$ cat config.mk
export PLATFORM = sky130hd
export DESIGN_NAME = mem_arbiter_flat
export DESIGN_NICKNAME = d
export VERILOG_FILES = /design/src/rtl/mem_arb_pkg.sv /design/src/rtl/mem_arbiter_if.sv /design/src/rtl/mem_arb_rr.sv /design/src/rtl/mem_arbiter.sv /design/src/flat_wrapper.sv
export SDC_FILE = /design/constraint.sdc
export NUM_CORES = 1
export LEC_CHECK = 0
export BUFFER_PORTS_ARGS = -buffer_cell sky130_fd_sc_hd__buf_4
export CORE_ASPECT_RATIO = 1.2
export CORE_MARGIN = 3
export CORE_UTILIZATION = 41
export CTS_CLUSTER_DIAMETER = 60
export DETAILED_ROUTE_END_ITERATION = 7
export PLACE_DENSITY = 0.74
export SYNTH_ARGS = -nofsm -noshare
export SYNTH_HDL_FRONTEND = slang
export SYNTH_SLANG_ARGS = --single-unit
$ cat constraint.sdc
create_clock -name clk -period 3.7 [get_ports clk]
set_input_delay 0.37 -clock clk [delete_from_list [all_inputs] [get_ports clk]]
set_output_delay 0.37 -clock clk [all_outputs]
set_load 0.05 [all_outputs]
$ cat src/rtl/mem_arb_pkg.sv
// Shared constants and types for the unified-memory arbiter.
package mem_arb_pkg;

    localparam int unsigned CNT_W = 4;

    typedef enum logic [1:0] {
        IDLE   = 2'b00,
        ACCESS = 2'b01,
        ACK    = 2'b10
    } state_e;

    localparam logic OWN_I = 1'b0;
    localparam logic OWN_D = 1'b1;

endpackage

$ cat src/rtl/mem_arbiter_if.sv
// Requester and memory-side signals of the fetch/load-store arbiter.
interface mem_arbiter_if #(
    parameter int unsigned ADDR_W = 32,
    parameter int unsigned DATA_W = 32
) ();

    logic              i_req;
    logic [ADDR_W-1:0] i_adr;
    logic [DATA_W-1:0] i_rdata;
    logic              i_ack;

    logic              d_req;
    logic              d_we;
    logic [ADDR_W-1:0] d_adr;
    logic [DATA_W-1:0] d_wdata;
    logic [DATA_W-1:0] d_rdata;
    logic              d_ack;

    logic [ADDR_W-1:0] m_adr;
    logic [DATA_W-1:0] m_din;
    logic              m_mrd;
    logic              m_mwr;
    logic [DATA_W-1:0] m_dout;

    logic              busy;

    // Arbiter side
    modport slave (
        input  i_req, i_adr, d_req, d_we, d_adr, d_wdata, m_dout,
        output i_rdata, i_ack, d_rdata, d_ack, m_adr, m_din, m_mrd, m_mwr, busy
    );

    // Requesters plus memory side
    modport master (
        output i_req, i_adr, d_req, d_we, d_adr, d_wdata, m_dout,
        input  i_rdata, i_ack, d_rdata, d_ack, m_adr, m_din, m_mrd, m_mwr, busy
    );

endinterface

$ cat src/rtl/mem_arb_rr.sv
// Two-way round-robin picker; on a tie the side that was not served last wins.
module mem_arb_rr
    import mem_arb_pkg::*;
(
    input  logic i_req,
    input  logic d_req,
    input  logic last_owner,
    output logic grant_valid,
    output logic grant_owner
);

    always_comb begin
        grant_valid = i_req | d_req;
        grant_owner = OWN_I;
        if (i_req && d_req) begin
            grant_owner = ~last_owner;
        end else if (d_req) begin
            grant_owner = OWN_D;
        end
    end

endmodule

$ cat src/rtl/mem_arbiter.sv
// Serialises instruction-fetch and load/store accesses onto one memory,
// inserting WAIT_CYC access cycles and a one-cycle ack per transaction.
module mem_arbiter
    import mem_arb_pkg::*;
#(
    parameter int unsigned ADDR_W   = 32,
    parameter int unsigned DATA_W   = 32,
    parameter int unsigned WAIT_CYC = 1
) (
    input  logic          clk,
    input  logic          rst,
    mem_arbiter_if.slave  bus
);

    localparam logic [CNT_W-1:0] CNT_LOAD = CNT_W'(WAIT_CYC - 1);

    state_e            state_q;
    logic              owner_q;
    logic              last_owner_q;
    logic              we_q;
    logic [CNT_W-1:0]  cnt_q;
    logic [DATA_W-1:0] i_rdata_q;
    logic [DATA_W-1:0] d_rdata_q;
    logic              i_ack_q;
    logic              d_ack_q;
    logic [ADDR_W-1:0] m_adr_q;
    logic [DATA_W-1:0] m_din_q;
    logic              m_mrd_q;
    logic              m_mwr_q;
    logic              busy_q;

    logic              grant_valid;
    logic              grant_owner;
    logic              we_d;
    logic [ADDR_W-1:0] adr_d;
    logic [DATA_W-1:0] wdata_d;

    mem_arb_rr u_rr (
        .i_req       (bus.i_req),
        .d_req       (bus.d_req),
        .last_owner  (last_owner_q),
        .grant_valid (grant_valid),
        .grant_owner (grant_owner)
    );

    // Fetches are always reads; only the D port may write.
    assign we_d    = (grant_owner == OWN_D) & bus.d_we;
    assign adr_d   = (grant_owner == OWN_D) ? bus.d_adr : bus.i_adr;
    assign wdata_d = bus.d_wdata;

    // m_adr_q/m_din_q double as the latched request for the whole access.
    always_ff @(posedge clk) begin
        if (rst) begin
            state_q      <= IDLE;
            owner_q      <= OWN_I;
            last_owner_q <= OWN_D;
            we_q         <= 1'b0;
            cnt_q        <= '0;
            i_rdata_q    <= '0;
            d_rdata_q    <= '0;
            i_ack_q      <= 1'b0;
            d_ack_q      <= 1'b0;
            m_adr_q      <= '0;
            m_din_q      <= '0;
            m_mrd_q      <= 1'b0;
            m_mwr_q      <= 1'b0;
            busy_q       <= 1'b0;
        end else begin
            i_ack_q <= 1'b0;
            d_ack_q <= 1'b0;
            unique case (state_q)
                IDLE: begin
                    if (grant_valid) begin
                        owner_q <= grant_owner;
                        we_q    <= we_d;
                        cnt_q   <= CNT_LOAD;
                        m_adr_q <= adr_d;
                        m_din_q <= we_d ? wdata_d : '0;
                        m_mrd_q <= ~we_d;
                        m_mwr_q <= we_d && (CNT_LOAD == '0);
                        busy_q  <= 1'b1;
                        state_q <= ACCESS;
                    end
                end
                ACCESS: begin
                    cnt_q <= cnt_q - CNT_W'(1);
                    if (cnt_q == '0) begin
                        if (!we_q) begin
                            if (owner_q == OWN_D) begin
                                d_rdata_q <= bus.m_dout;
                            end else begin
                                i_rdata_q <= bus.m_dout;
                            end
                        end
                        last_owner_q <= owner_q;
                        i_ack_q      <= (owner_q == OWN_I);
                        d_ack_q      <= (owner_q == OWN_D);
                        m_adr_q      <= '0;
                        m_din_q      <= '0;
                        m_mrd_q      <= 1'b0;
                        m_mwr_q      <= 1'b0;
                        state_q      <= ACK;
                    end else begin
                        // Raise the write strobe for the final access cycle only.
                        m_mwr_q <= we_q && (cnt_q == CNT_W'(1));
                    end
                end
                ACK: begin
                    busy_q  <= 1'b0;
                    state_q <= IDLE;
                end
                default: begin
                    state_q <= IDLE;
                end
            endcase
        end
    end

    assign bus.i_rdata = i_rdata_q;
    assign bus.i_ack   = i_ack_q;
    assign bus.d_rdata = d_rdata_q;
    assign bus.d_ack   = d_ack_q;
    assign bus.m_adr   = m_adr_q;
    assign bus.m_din   = m_din_q;
    assign bus.m_mrd   = m_mrd_q;
    assign bus.m_mwr   = m_mwr_q;
    assign bus.busy    = busy_q;

endmodule
$ cat src/flat_wrapper.sv
// flat-port wrapper written by rule: the top's interface ports become plain ports
module mem_arbiter_flat import mem_arb_pkg::*;
#(
    parameter int unsigned ADDR_W   = 32,
    parameter int unsigned DATA_W   = 32,
    parameter int unsigned WAIT_CYC = 1
)
  (clk, rst, bus_i_req, bus_i_adr, bus_d_req, bus_d_we, bus_d_adr, bus_d_wdata, bus_m_dout, bus_i_rdata, bus_i_ack, bus_d_rdata, bus_d_ack, bus_m_adr, bus_m_din, bus_m_mrd, bus_m_mwr, bus_busy);
  mem_arbiter_if #(.ADDR_W(ADDR_W), .DATA_W(DATA_W)) bus_i ();
  input  logic clk;
  input  logic rst;
  input wire logic [$bits(bus_i.i_req)-1:0] bus_i_req;
  input wire logic [$bits(bus_i.i_adr)-1:0] bus_i_adr;
  input wire logic [$bits(bus_i.d_req)-1:0] bus_d_req;
  input wire logic [$bits(bus_i.d_we)-1:0] bus_d_we;
  input wire logic [$bits(bus_i.d_adr)-1:0] bus_d_adr;
  input wire logic [$bits(bus_i.d_wdata)-1:0] bus_d_wdata;
  input wire logic [$bits(bus_i.m_dout)-1:0] bus_m_dout;
  output wire logic [$bits(bus_i.i_rdata)-1:0] bus_i_rdata;
  output wire logic [$bits(bus_i.i_ack)-1:0] bus_i_ack;
  output wire logic [$bits(bus_i.d_rdata)-1:0] bus_d_rdata;
  output wire logic [$bits(bus_i.d_ack)-1:0] bus_d_ack;
  output wire logic [$bits(bus_i.m_adr)-1:0] bus_m_adr;
  output wire logic [$bits(bus_i.m_din)-1:0] bus_m_din;
  output wire logic [$bits(bus_i.m_mrd)-1:0] bus_m_mrd;
  output wire logic [$bits(bus_i.m_mwr)-1:0] bus_m_mwr;
  output wire logic [$bits(bus_i.busy)-1:0] bus_busy;
  assign bus_i.i_req = bus_i_req;
  assign bus_i.i_adr = bus_i_adr;
  assign bus_i.d_req = bus_d_req;
  assign bus_i.d_we = bus_d_we;
  assign bus_i.d_adr = bus_d_adr;
  assign bus_i.d_wdata = bus_d_wdata;
  assign bus_i.m_dout = bus_m_dout;
  assign bus_i_rdata = bus_i.i_rdata;
  assign bus_i_ack = bus_i.i_ack;
  assign bus_d_rdata = bus_i.d_rdata;
  assign bus_d_ack = bus_i.d_ack;
  assign bus_m_adr = bus_i.m_adr;
  assign bus_m_din = bus_i.m_din;
  assign bus_m_mrd = bus_i.m_mrd;
  assign bus_m_mwr = bus_i.m_mwr;
  assign bus_busy = bus_i.busy;
  mem_arbiter #(.ADDR_W(ADDR_W), .DATA_W(DATA_W), .WAIT_CYC(WAIT_CYC)) u_core (.clk(clk), .rst(rst), .bus(bus_i));
endmodule
-- Word level (Yosys, flattened, before mapping)
Index checks and enable logic that the tools add are counted.
- register bits: 142
- word-level logic and storage cells: 65
- output and inout bits: 133
- eq/ne operators: 5
- reduce and logical (&&, ||, !) cells: 15
- muxes and demuxes: 22
- bitwise operators: 8
- $add $sub $neg: 1
- operator list (cell ; number):
    $mux 32 ; 5
    $pmux 32 s2 ; 2
    $reduce_and 2->1 ; 5
    $pmux 4 s2 ; 1
    $reduce_and 4->1 ; 2
    $mux 1 ; 7
    $not 1->1 ; 6
    $pmux 1 s2 ; 3
    $eq 4x1->1 const B ; 1
    $logic_not 4->1 ; 1
    $mux 2 ; 2
    $mux 4 ; 1
    $ne 2x1->1 const B ; 2
    $pmux 2 s2 ; 1
    $reduce_bool 2->1 ; 2
    $sub 4x1->4 const B ; 1
    $reduce_and 3->1 ; 1
    $reduce_or 3->1 ; 1
    $eq 2x1->1 const B ; 1
    $eq 2x2->1 const B ; 1
    $logic_and 1x1->1 ; 2
    $logic_not 2->1 ; 1
    $and 1x1->1 ; 1
    $or 1x1->1 ; 1

-- Logic depth before layout (Yosys ltp)
Gate-level depths: netlist of run 1.
- depth after elaboration: 6
- gate-level depth with buffers: 8
- depth with buffers taken out: 6

-- Hierarchy
Synthesis of run 1 repeated with hierarchy kept, for this count alone.
- cells, all modules: 495
- area, all modules: 5580.4 µm²
- by module, submodules not included (module ; instances ; seq. area each (µm²) ; cells each ; area each (µm²)):
    mem_arbiter ; 1 ; 2842.7 ; 493 ; 5566.6
    mem_arb_rr ; 1 ; 0.0 ; 2 ; 13.8

-- Worst setup path after synthesis of run 1
Ideal clock, no wire load.
- path kind: register to register
- from: reg u_core.cnt_q[0]
- to: reg u_core.m_adr_q[10], in the netlist u_core.bus.m_adr[10]
- path buffers: 1
- cell stages (with the launch flop): 8
- data required time: 3.631 ns
- clock period less this slack: 1.707 ns
- data arrival time: 1.638 ns
- setup slack: 1.993 ns
- setup time: 0.069 ns
- cell sequence: dfxtp_1 -> inv_1 -> ha_1 -> nor3b_4 -> a221oi_4 -> buf_6 -> nand2_1 -> o21ai_1
- cells in the longest elaborated chain, start to end: 3
- RTL lines (item ; line ; RTL):
    start, declared ; mem_arbiter.sv:21 ; logic [CNT_W-1:0] cnt_q;
    start signal, assigned ; mem_arbiter.sv:86 ; cnt_q <= cnt_q - CNT_W'(1);
    $logic_not 4->1 ; mem_arbiter.sv:87 ; if (cnt_q == '0) begin
    $ne 2x1->1 (no line) ; -- ;
    $reduce_and 3->1 (no line) ; -- ;
    end signal, assigned ; mem_arbiter.sv:77 ; m_adr_q <= adr_d;
    end, declared ; mem_arbiter.sv:26 ; logic [ADDR_W-1:0] m_adr_q;
Every way passes these cells.
A chain may end at the register's enable or synchronous reset.

==> results.md, run 1 <==
- Final Worst Setup Slack: 1.551 ns
- Area delta synth->final: 51.35%
- Die Area: 13790 sq um
- Cell family contributing the most delay on the critical path: simple AND/OR/NAND/NOR gates
- Routability cong.: between 0.7 and 0.8
- CP peak stage delay: 0.60 ns
- Seq/Total Area, Yosys: 55.85%
- Placed insts: 955
- Die height: 128.1 microns
- Final TNS setup: 0 ns
- Crit. End Element: register
- Clock Tree Buf Depth: 2
- Yosys reg bits: 142
- Leak: 3.397 nW
- Synth cell types: 39
- Clk_skew: 0.009277 ns
- Area leader, netlist: dfxtp_1
- Top-area cell type share of the netlist area: a little under three fifths
- WS Path Type: input pin to register
- Io pins: roughly 270
- DIE WIDTH: 107.7 microns
- Worst Path Max Fanout: between 70 and 80
- Syn Nets: 703
- Critical path arrival: roughly 2.5 ns
- Setup Slack @ Placement: between 1 and 1.5 ns
- Layout cells sized above 1: a little under two fifths
- Total power draw: 0.004526 W
- Hold buffer count at cts: 0
- Worst VDD drop: 0.3441 mV
- Synthesized cell area: 5090 sq um
- CP max-delay cell: nor2_2
- Final WL: 14800 microns
- Largest net degree at the start of global routing: 80
- Drt drc: 0
- Hold Crit Class: input pin to register
- Tcrit/Tclk final: 58.09%
- WP data required: 4.04 ns
- Final HPWL DP: 10790 microns
- Non-Filler Instances: 986
- Post-Synthesis Cells: 567
- Drt pass-1 iters: 5
- Fillcell total: 1004
- WP buf/inv: 3
- CTS tree: built
- ANT cells: 0
- Min cycle time layout: ~2.1 ns
- Starting Density: 43.00%
- Rel. slew slack: 47.34%
- First-pass GRT wire length: ~23000 microns
- Synth area leaders: dfxtp_1 (56%), nand2_1 (12%), a21oi_1 (6.9%)
- Clk slew on worst S/H paths: around 0.060 ns
- Clock Latency Late Sink: 0.41 ns
- Synthesized area per cell: 8.977 sq um
- GRT overflow: 0
- Vias: roughly 5000
- Max Cap Viol: 0
- Pwr/cell area: 587.5 nW/um^2
- Core Box Area: 11840 sq um
- I/O Buffers: ~270
- Layout net count: roughly 950
- Total CTS buffers: 17
- Fmax: 0.4652 GHz
- Setup bufs post-CTS: 0
- Fin Hold WS: 0.1726 ns
- RSZ-0062 raised after global routing: false
- Drt wl/cell: 15.01 microns
- Root buffer cell: clkbuf_16
- Initial antenna violation count: 0
- Critical path's most frequent cell: buf_4
- 1st-iter DRT viols: 233
- Worst slew pin tran: between 0.7 and 0.8 ns
- CTS sink cnt: 142
- Number of global-route vias before repair: 4843
- Slew Limit Fails: 0
- Status: finished clean
- Yosys Warn Count: 0
- DRT antenna net count: 0
- Via density: 5.064
- Final setup fails: 0
- Critical path, cell by cell: buf_4 -> or3_1 -> buf_4 -> nor2_2 -> buf_4 -> a22o_1
- Startpoint types: input pin
- Site Rows: 43
- All-Layer GR Usage: 20.79%
- Final Hold Fails: 0
- Post_cts resized: 0
- H-tree depth: 4
-- cell type report --
type                    instances  area [sq um]  area share [%]
clock buffers                  17         425.4           5.522
clock inverters                14         166.4           2.160
inverters                       5         18.77          0.2436
multi-input cells             377          1997           25.92
flip-flops and latches        142          2843           36.90
well taps                     157         196.4           2.550
repair buffers                274          2057           26.70
-- state kept, by name, summed over array words and instances, names as in the netlist, 2 cells and up --
name	flops
u_core.bus.d_rdata	32
u_core.state_q	2
u_core.bus.m_din	32
u_core.bus.m_adr	32
u_core.cnt_q	4
u_core.bus.i_rdata	32
-- through the flow --
| step | util, % | cell area, sq um |
|---|---|---|
| after CTS | 65.08 | 7704 |
| after floorplan | - | 5090 |
| final | 65.08 | 7704 |
| after global routing | 65.08 | 7704 |
| after detailed placement | 60.08 | 7112 |
| after global placement | 60.08 | 7112 |
-- cells in the mapped netlist --
library cell and count:
nand2_1 164, dfxtp_1 142, a21oi_1 70, a22oi_1 32, o21ai_1 31, a22o_1 28, clkbuf_1 23, nor2_1 13
buf_2 10, buf_6 7, inv_1 5, nand3_1 5, a22o_2 4, buf_4 3, ha_1 3, mux2i_1 2
nand2b_1 2, o21ai_0 2, a211oi_1 1, a21boi_1 1, a21boi_2 1, a221oi_4 1, a311o_1 1, a311oi_1 1
a31oi_1 1, a32oi_1 1, and2_1 1, and2b_4 1, and3_1 1, and4b_1 1, nand4_1 1, nand4b_1 1
nor3_1 1, nor3b_4 1, nor4_1 1, o21a_1 1, or2_1 1, or2_2 1, or3_1 1
-- metal layers --
layer / vias to the layer above / part of all wire, % / track usage, %
met3: 31 / 7.6 / 5.894
li1: 2445 / - / -
met2: 203 / 52 / 37.01
met5: - / 0 / 0
met1: 2314 / 38 / 23.30
met4: 0 / 2.7 / 8.098
-- final timing paths --
path                                         start                                  end  slack, ns  depth (start not counted)
setup / recovery                               rst    u_core.bus.m_din[29]$_SDFFE_PP0P_       1.55                          6
hold / removal                     bus_d_wdata[19]    u_core.bus.m_din[19]$_SDFFE_PP0P_       0.17                          2
setup reg to reg      u_core.cnt_q[0]$_SDFFE_PP0P_  u_core.bus.i_rdata[25]$_SDFFE_PP0P_       1.57                          7
hold reg to reg   u_core.bus.m_adr[8]$_SDFFE_PP0P_     u_core.bus.m_adr[8]$_SDFFE_PP0P_       0.45                          2
-- power breakdown --
part / leakage (nW) / switching, W / internal (W) / total (W)
clock: 0.293 / 0.000631 / 0.00106 / 0.00169
combinational: 1.95 / 0.000740 / 0.000363 / 0.00110
sequential: 1.16 / 0.0000766 / 0.00166 / 0.00173
-- cell families (layout without fill, tap and decap cells) --
logic type / count (synthesis) / in the layout / synth area share, %
AOI/OAI and AO/OA: 176 / 176 / 22.30
and+or+nand+nor: 196 / 196 / 15.68
muxes: 2 / 2 / 0.3933
buffers and inverters: 48 / 310 / 5.039
DFF: 142 / 142 / 55.85
adders and majority gates: 3 / 3 / 0.7375
-- placed cells by master, fill, tap and decap left out, types with 2 or more instances in the layout --
cell type  Yosys  routed
a21boi_2       1       2
a21oi_1       70      70
a22o_1        28      28
a22o_2         4       4
a22oi_1       32      32
buf_4          3     274
bufinv_16      0       3
clkbuf_16      0      17
clkinv_2       0       5
clkinv_4       0       3
dfxtp_1      142     142
ha_1           3       3
inv_1          5       5
inv_6          0       2
mux2i_1        2       2
nand2_1      164     164
nand2b_1       2       2
nand3_1        5       5
nor2_1        13      12
o21ai_0        2       2
o21ai_1       31      31
(Power assumes the default switching activity.)
==> run 2, diff against run 1 <==
Settings changed: CORE_UTILIZATION 41 to 40, PLACE_DENSITY 0.74 to 0.75.
Clock period 3.7 ns to 1.8 ns, I/O delays scaled along.
==> run 2 against run 1 <==
  * Total power rose by 110%
  * Routed wire length grew 9.4%
  * Critical endpoint is now u_core.bus.d_rdata[20]$_SDFFE_PP0P_
  * Highest routed layer unchanged
  * Non-clock buffer count increased by 41
  * Sequential share of layout area is 2.3 points lower
  * First-iteration DRC count up 45%
  * Clock power up 110%
  * Critical path type is now register to register
==> results.md, run 2 (synthesized netlist as in run 1, its figures left out) <==
- R2R Path End: u_core.bus.d_rdata[20]$_SDFFE_PP0P_ (was u_core.bus.i_rdata[25]$_SDFFE_PP0P_)
- Final HPWL DP: 11260 microns (was 10790 microns)
- Cell area after layout: 8229 sq um (was 7704 sq um)
- Pwr/cell area: 1167 nW/um^2 (was 587.5 nW/um^2)
- Status: finished clean (unchanged)
- Drt pass-1 iters: 7 (was 5)
- Fillcell total: 953 (was 1004)
- RR Startpoint: u_core.cnt_q[1]$_SDFFE_PP0P_ (was u_core.cnt_q[0]$_SDFFE_PP0P_)
- GRT overflow: 0 (unchanged)
- Clock Tree Buf Depth: 2 (unchanged)
- Final Hold Fails: 0 (unchanged)
- Starting Density: 41.46% (was 43.00%)
- WS Path Type: register to register (was input pin to register)
- Tcrit/Tclk final: 99.99%
- Hold Crit Class: input pin to register (unchanged)
- Most common cell after layout, fill and taps aside: buf_4 (unchanged)
- I/O Buffers: 265 (unchanged)
- RSZ-0062 raised after global routing: true (was false)
- First-pass GRT wire length: 24050 microns (was 23070 microns)
- Reg-to-reg slack, setup: 0.0002 ns (was 1.57 ns)
- 1st-iter DRT viols: 338 (was 233)
- Vias: 5216 (was 4993)
- WP data required: 2.12 ns (was 4.04 ns)
- Number of global-route vias before repair: 5150 (was 4843)
- Site Rows: 44 (was 43)
- Fmax: 0.5556 GHz
- Cell family contributing the most delay on the critical path: simple AND/OR/NAND/NOR gates (unchanged)
- Worst Reg-to-Reg Cells: 7 (unchanged)
- Leak: 3.596 nW (was 3.397 nW)
- DIE WIDTH: 109.0 microns (was 107.7 microns)
- DRT antenna net count: 0 (unchanged)
- CTS sink cnt: 142 (unchanged)
- Drt wl/cell: 15.70 microns (was 15.01 microns)
- Crit. End Element: register (unchanged)
- Rel. slew slack: 51.42% (was 47.34%)
- Drt drc: 0 (unchanged)
- All-Layer GR Usage: 21.48% (was 20.79%)
- Slew Limit Fails: 0 (unchanged)
- Worst Hold Launch: bus_d_wdata[1] (was bus_d_wdata[19])
- Layout net count: 994 (was 953)
- Most frequent cells in the layout: buf_4 (278), nand2_1 (163), dfxtp_1 (140) (was buf_4 (274), nand2_1 (164), dfxtp_1 (142))
- Via density: 5.054 (was 5.064)
- Worst Path Max Fanout: 8 (was 79)
- Worst VDD drop: 0.6344 mV (was 0.3441 mV)
- Initial antenna violation count: 0 (unchanged)
- Area occupied by multi-input gates: 2028 sq um (was 1997 sq um)
- Root buffer cell: clkbuf_16 (unchanged)
- Area delta synth->final: 61.68% (was 51.35%)
- DP Area: 7192 sq um (was 7112 sq um)
- Startpoint types: register (was input pin)
- Worst hold path cell count: 2 (unchanged)
- H-tree depth: 4 (unchanged)
- Total CTS buffers: 17 (unchanged)
- Critical path arrival: 2.12 ns (was 2.49 ns)
- Layout cells sized above 1: 38.58% (was 38.12%)
- Clk_skew: 0.007667 ns (was 0.009277 ns)
- Total power draw: 0.009607 W (was 0.004526 W)
- Largest net degree at the start of global routing: 71 (was 80)
- Routability cong.: 0.8154 (was 0.7949)
- Register area: 2845 sq um (was 2843 sq um)
- CP max-delay cell: and4b_2 (was nor2_2)
- ANT cells: 0 (unchanged)
- CTS tree: built (unchanged)
- Clock Latency Late Sink: 0.40 ns (was 0.41 ns)
- Die height: 129.6 microns (was 128.1 microns)
- WP buf/inv: 2 (was 3)
- Final WL: 16200 microns (was 14800 microns)
- Max Cap Viol: 0 (unchanged)
- Final setup fails: 0 (unchanged)
- Min cycle time layout: 1.800 ns
- Die Area: 14120 sq um (was 13790 sq um)
- Critical path, cell by cell: inv_2 -> ha_4 -> nor3b_4 -> and4b_2 -> clkbuf_16 -> nand2_1 -> a21oi_1 (was buf_4 -> or3_1 -> buf_4 -> nor2_2 -> buf_4 -> a22o_1)
- Clk slew on worst S/H paths: 0.06 ns (about the same)
- Io pins: 266 (unchanged)
- Worst Hold Path EP: u_core.bus.m_din[1]$_SDFFE_PP0P_ (was u_core.bus.m_din[19]$_SDFFE_PP0P_)
- CP peak stage delay: 0.43 ns (was 0.60 ns)
- Core Box Area: 12280 sq um (was 11840 sq um)
- Worst slew pin tran: 0.7287 ns (was 0.7899 ns)
[run 2: cell types whose count changed in the layout (fill, tap and decap cells not counted), sizes merged]
cell,previous run,this run
buf,274,282
clkbuf,17,23
dlygate4sd3,0,31
clkinv,8,2
clkinvlp,1,3
inv,7,8
[run 2: worst max path at each step]
| stage | start | end | slack (ns) | depth (start not counted) |
|---|---|---|---|---|
| after floorplan | u_core.cnt_q[0]$_SDFFE_PP0P_ | u_core.bus.m_adr[10]$_SDFFE_PP0P_ | 0.09 | 7 |
| after CTS | u_core.cnt_q[1]$_SDFFE_PP0P_ | u_core.bus.m_adr[6]$_SDFFE_PP0P_ | 0.06 | 7 |
| after global placement | u_core.cnt_q[1]$_SDFFE_PP0P_ | u_core.bus.m_adr[6]$_SDFFE_PP0P_ | 0.17 | 7 |
| after global routing | u_core.cnt_q[1]$_SDFFE_PP0P_ | u_core.bus.d_rdata[20]$_SDFFE_PP0P_ | -0.08 | 7 |
| after detailed placement | u_core.cnt_q[1]$_SDFFE_PP0P_ | u_core.bus.m_adr[6]$_SDFFE_PP0P_ | 0.09 | 7 |
| final | u_core.cnt_q[1]$_SDFFE_PP0P_ | u_core.bus.d_rdata[20]$_SDFFE_PP0P_ | 0.0002 | 7 |
[run 2: final cells by class]
class / instances / share of cell area (%)
multi-input combinational: 377 / 24.65
clock inverter: 11 / 1.901
sequential: 142 / 34.58
tap: 161 / 2.448
inverter: 5 / 0.2281
clock buffer: 21 / 5.595
timing repair buffer: 315 / 30.61
[run 2: worst reg2reg max path, stage by stage, from the launching register on]
cell	delay [ns]
dfxtp_2	0.33
inv_2	0.08
ha_4	0.13
nor3b_4	0.30
and4b_2	0.43
clkbuf_16	0.21
nand2_1	0.07
a21oi_1	0.17
[run 2: power by group]
group	internal (W)	leakage, nW	switching [W]
combinational	0.000866	2.15	0.00157
clock	0.00227	0.291	0.00133
sequential	0.00341	1.16	0.000158
total	0.00655	3.60	0.00306
[run 2: metal layers]
metal | global-route usage, % | wire [microns]
met4 | 10.40 | 550
met3 | 5.531 | 1254
met5 | 0 | 0
met1 | 23.53 | 6023
met2 | 38.25 | 8371
[run 2: timing repair]
item,4_1_cts,5_1_grt
resized for setup,0,12
hold endpoints to repair,31,0
hold buffers,31,0
endpoints found under the setup margin,0,52
setup buffers,0,2
[run 2: per-stage QoR]
stage / setup WS (ns) / hold slack (ns) / utilization, % / setup TNS (ns) / cells
global placement: 0.1697 / 0.3916 / 58.58 / 0 / 964
finish: 0.0001934 / 0.009695 / 67.03 / 0 / 1032
detailed placement: 0.08560 / 0.3947 / 58.58 / 0 / 964
global route: -0.08117 / 0.001713 / 67.03 / -0.7013 / 1032
floorplan: 0.09313 / 0.3055 / - / 0 / 567
CTS: 0.05872 / 0.0004866 / 66.13 / 0 / 1027
==> run 3, diff against run 2 <==
Settings changed: PLACE_DENSITY 0.75 to 0.73.
==> run 3 against run 2 <==
  * Flip-flop and latch count stayed put
  * First-iteration DRC count is 22% lower
  * Clock-buffer cell count down 2
  * Maximum frequency rose by 2.7%
  * Via count increased by 1.0%
  * Combinational power is essentially flat
  * Routed wire length about the same
  * Largest cell class unchanged
  * Largest power group unchanged
==> results.md, run 3 (synthesized netlist as in run 1, its figures left out) <==
- Worst Hold Launch: bus_d_wdata[7] (was bus_d_wdata[1])
- Fin util: 67.38% (was 67.03%)
- Tcrit/Tclk final: 97.36% (was 99.99%)
- Critical path arrival: 2.09 ns (was 2.12 ns)
- Clock Latency Late Sink: 0.41 ns (was 0.40 ns)
- Fin Hold WS: 0.005956 ns (was 0.009695 ns)
- DIE WIDTH: 109.0 microns (unchanged)
- Routability cong.: 0.8370 (was 0.8154)
- Site Rows: 44 (unchanged)
- Pwr/cell area: 1188 nW/um^2 (was 1167 nW/um^2)
- Final Worst Setup Slack: 0.04753 ns (was 0.0001934 ns)
- Layout cells sized above 1: 38.99% (was 38.58%)
- Worst VDD drop: 0.6416 mV (was 0.6344 mV)
- Non-Filler Instances: 1028 (was 1032)
- H-tree depth: 4 (unchanged)
- Initial antenna violation count: 0 (unchanged)
- Die Area: 14120 sq um (unchanged)
- Area delta synth->final: 62.51% (was 61.68%)
- Slew Limit Fails: 0 (unchanged)
- CTS sink cnt: 142 (unchanged)
- Max Cap Viol: 0 (unchanged)
- Met3 Track Usage GR: 6.378% (was 5.531%)
- Io pins: 266 (unchanged)
- Final WL: 16210 microns (was 16200 microns)
- Starting Density: 41.46% (unchanged)
- All-Layer GR Usage: 21.15% (was 21.48%)
- Worst slew pin tran: 0.5766 ns (was 0.7287 ns)
- Worst Path Max Fanout: 8 (unchanged)
- ANT cells: 0 (unchanged)
- Layout net count: 990 (was 994)
- Placed insts: 962 (was 964)
- Number of global-route vias before repair: 4912 (was 5150)
- Via density: 5.125 (was 5.054)
- First-pass GRT wire length: 23470 microns (was 24050 microns)
- WS Path Type: register to register (unchanged)
- Final setup fails: 0 (unchanged)
- Final Hold Fails: 0 (unchanged)
- Worst hold path cell count: 2 (unchanged)
- Root buffer cell: clkbuf_16 (unchanged)
- Status: finished clean (unchanged)
- Most frequent cells in the layout: buf_4 (274), nand2_1 (162), dfxtp_1 (140) (was buf_4 (278), nand2_1 (163), dfxtp_1 (140))
- Drt drc: 0 (unchanged)
- Core Box Area: 12280 sq um (unchanged)
- Min cycle time layout: 1.752 ns (was 1.800 ns)
- Clk_skew: 0.01127 ns (was 0.007667 ns)
- Clk slew on worst S/H paths: 0.06 ns (about the same)
- WP data required: 2.14 ns (was 2.12 ns)
- I/O Buffers: 265 (unchanged)
- R2R Path End: u_core.bus.d_rdata[4]$_SDFFE_PP0P_ (was u_core.bus.d_rdata[20]$_SDFFE_PP0P_)
- Met2 Usage GRT: 36.91% (was 38.25%)
- Rel. slew slack: 61.56% (was 51.42%)
- Worst Hold Path EP: u_core.bus.m_din[7]$_SDFFE_PP0P_ (was u_core.bus.m_din[1]$_SDFFE_PP0P_)
- Clock Tree Buf Depth: 2 (unchanged)
- Final HPWL DP: 11000 microns (was 11260 microns)
- Met1 usage: 22.81% (was 23.53%)
- DRT antenna net count: 0 (unchanged)
- Setup Slack @ Placement: 0.01833 ns (was 0.08560 ns)
- Total CTS buffers: 17 (unchanged)
- 1st-iter DRT viols: 262 (was 338)
- Hold Crit Class: input pin to register (unchanged)
- Fmax: 0.5706 GHz (was 0.5556 GHz)
- RR Startpoint: u_core.cnt_q[0]$_SDFFE_PP0P_ (was u_core.cnt_q[1]$_SDFFE_PP0P_)
- Largest net degree at the start of global routing: 65 (was 71)
- Drt wl/cell: 15.77 microns (was 15.70 microns)
- Crit. End Element: register (unchanged)
- GRT overflow: 0 (unchanged)
- Die height: 129.6 microns (unchanged)
- RSZ-0062 raised after global routing: true (unchanged)
- Startpoint types: register (unchanged)
- GRT busiest layer: met2 (unchanged)
- Most common cell after layout, fill and taps aside: buf_4 (unchanged)
- Worst Reg-to-Reg Cells: 7 (unchanged)
- Reg-to-reg slack, setup: 0.05 ns (was 0.0002 ns)
- Vias: 5268 (was 5216)
- CTS tree: built (unchanged)
- Drt pass-1 iters: 5 (was 7)
- Final TNS setup: 0 ns (unchanged)
- Leak: 3.605 nW (was 3.596 nW)
## run 3: changes by cell type in the layout (fill, tap and decap cells not counted), sizes merged
cell / change
clkinvlp: +1
dlygate4sd3: -2
inv: -1
buf: -2
clkbuf: -2
bufinv: +2
## run 3: worst max-delay path by stage
| stage | start | end | slack (ns) | cells past startpoint |
|---|---|---|---|---|
| floorplan | u_core.cnt_q[0]$_SDFFE_PP0P_ | u_core.bus.m_adr[10]$_SDFFE_PP0P_ | 0.09 | 7 |
| global placement | u_core.cnt_q[0]$_SDFFE_PP0P_ | u_core.bus.m_din[2]$_SDFFE_PP0P_ | 0.09 | 6 |
| detailed placement | u_core.cnt_q[0]$_SDFFE_PP0P_ | u_core.bus.m_din[7]$_SDFFE_PP0P_ | 0.02 | 6 |
| CTS | u_core.cnt_q[1]$_SDFFE_PP0P_ | u_core.bus.m_din[7]$_SDFFE_PP0P_ | 0.06 | 6 |
| global route | u_core.cnt_q[0]$_SDFFE_PP0P_ | u_core.bus.d_rdata[4]$_SDFFE_PP0P_ | -0.01 | 7 |
| finish | u_core.cnt_q[0]$_SDFFE_PP0P_ | u_core.bus.d_rdata[4]$_SDFFE_PP0P_ | 0.05 | 7 |
## run 3: report_power, final
group	leakage [nW]	switching [W]	total (W)	internal (W)
clock	0.306	0.00131	0.00381	0.00250
combinational	2.14	0.00157	0.00244	0.000869
sequential	1.16	0.000166	0.00358	0.00341
total	3.60	0.00304	0.00983	0.00678
## run 3: layout make-up
class,instances,area [sq um]
clock buffers,19,442.9
inverters,5,21.27
multi-input cells,377,2038
fillers,929,4005
well taps,161,201.4
clock inverters,13,211.5
repair buffers,311,2509
flip-flops and latches,142,2848
## run 3: timing repair
item,4_1_cts,5_1_grt
pin swaps,0,2
setup buffers,0,2
hold buffers,29,0
gates cloned,0,3
hold endpoints to repair,29,0
resized for setup,1,16
setup endpoints to repair,1,96
## run 3: through the flow
step	instance area [sq um]	power, W
after floorplan	5090	0.005140
after global placement	7202	0.005929
after detailed placement	7202	0.005979
after CTS	8148	0.009844
after global routing	8272	0.01020
final	8272	0.009827
## run 3: critical path, stage by stage (launching register included)
cell and delay, ns:
dfxtp_4 0.36, inv_4 0.07, ha_4 0.13, nor3b_4 0.31, and4b_2 0.42, clkbuf_16 0.20, nand2_1 0.08, a21oi_2 0.12
## run 3: metal layers
layer / wire length [microns] / up-vias
met5: 0 / -
met4: 686 / 0
met3: 1236 / 54
met2: 8371 / 244
met1: 5917 / 2447
li1: - / 2523
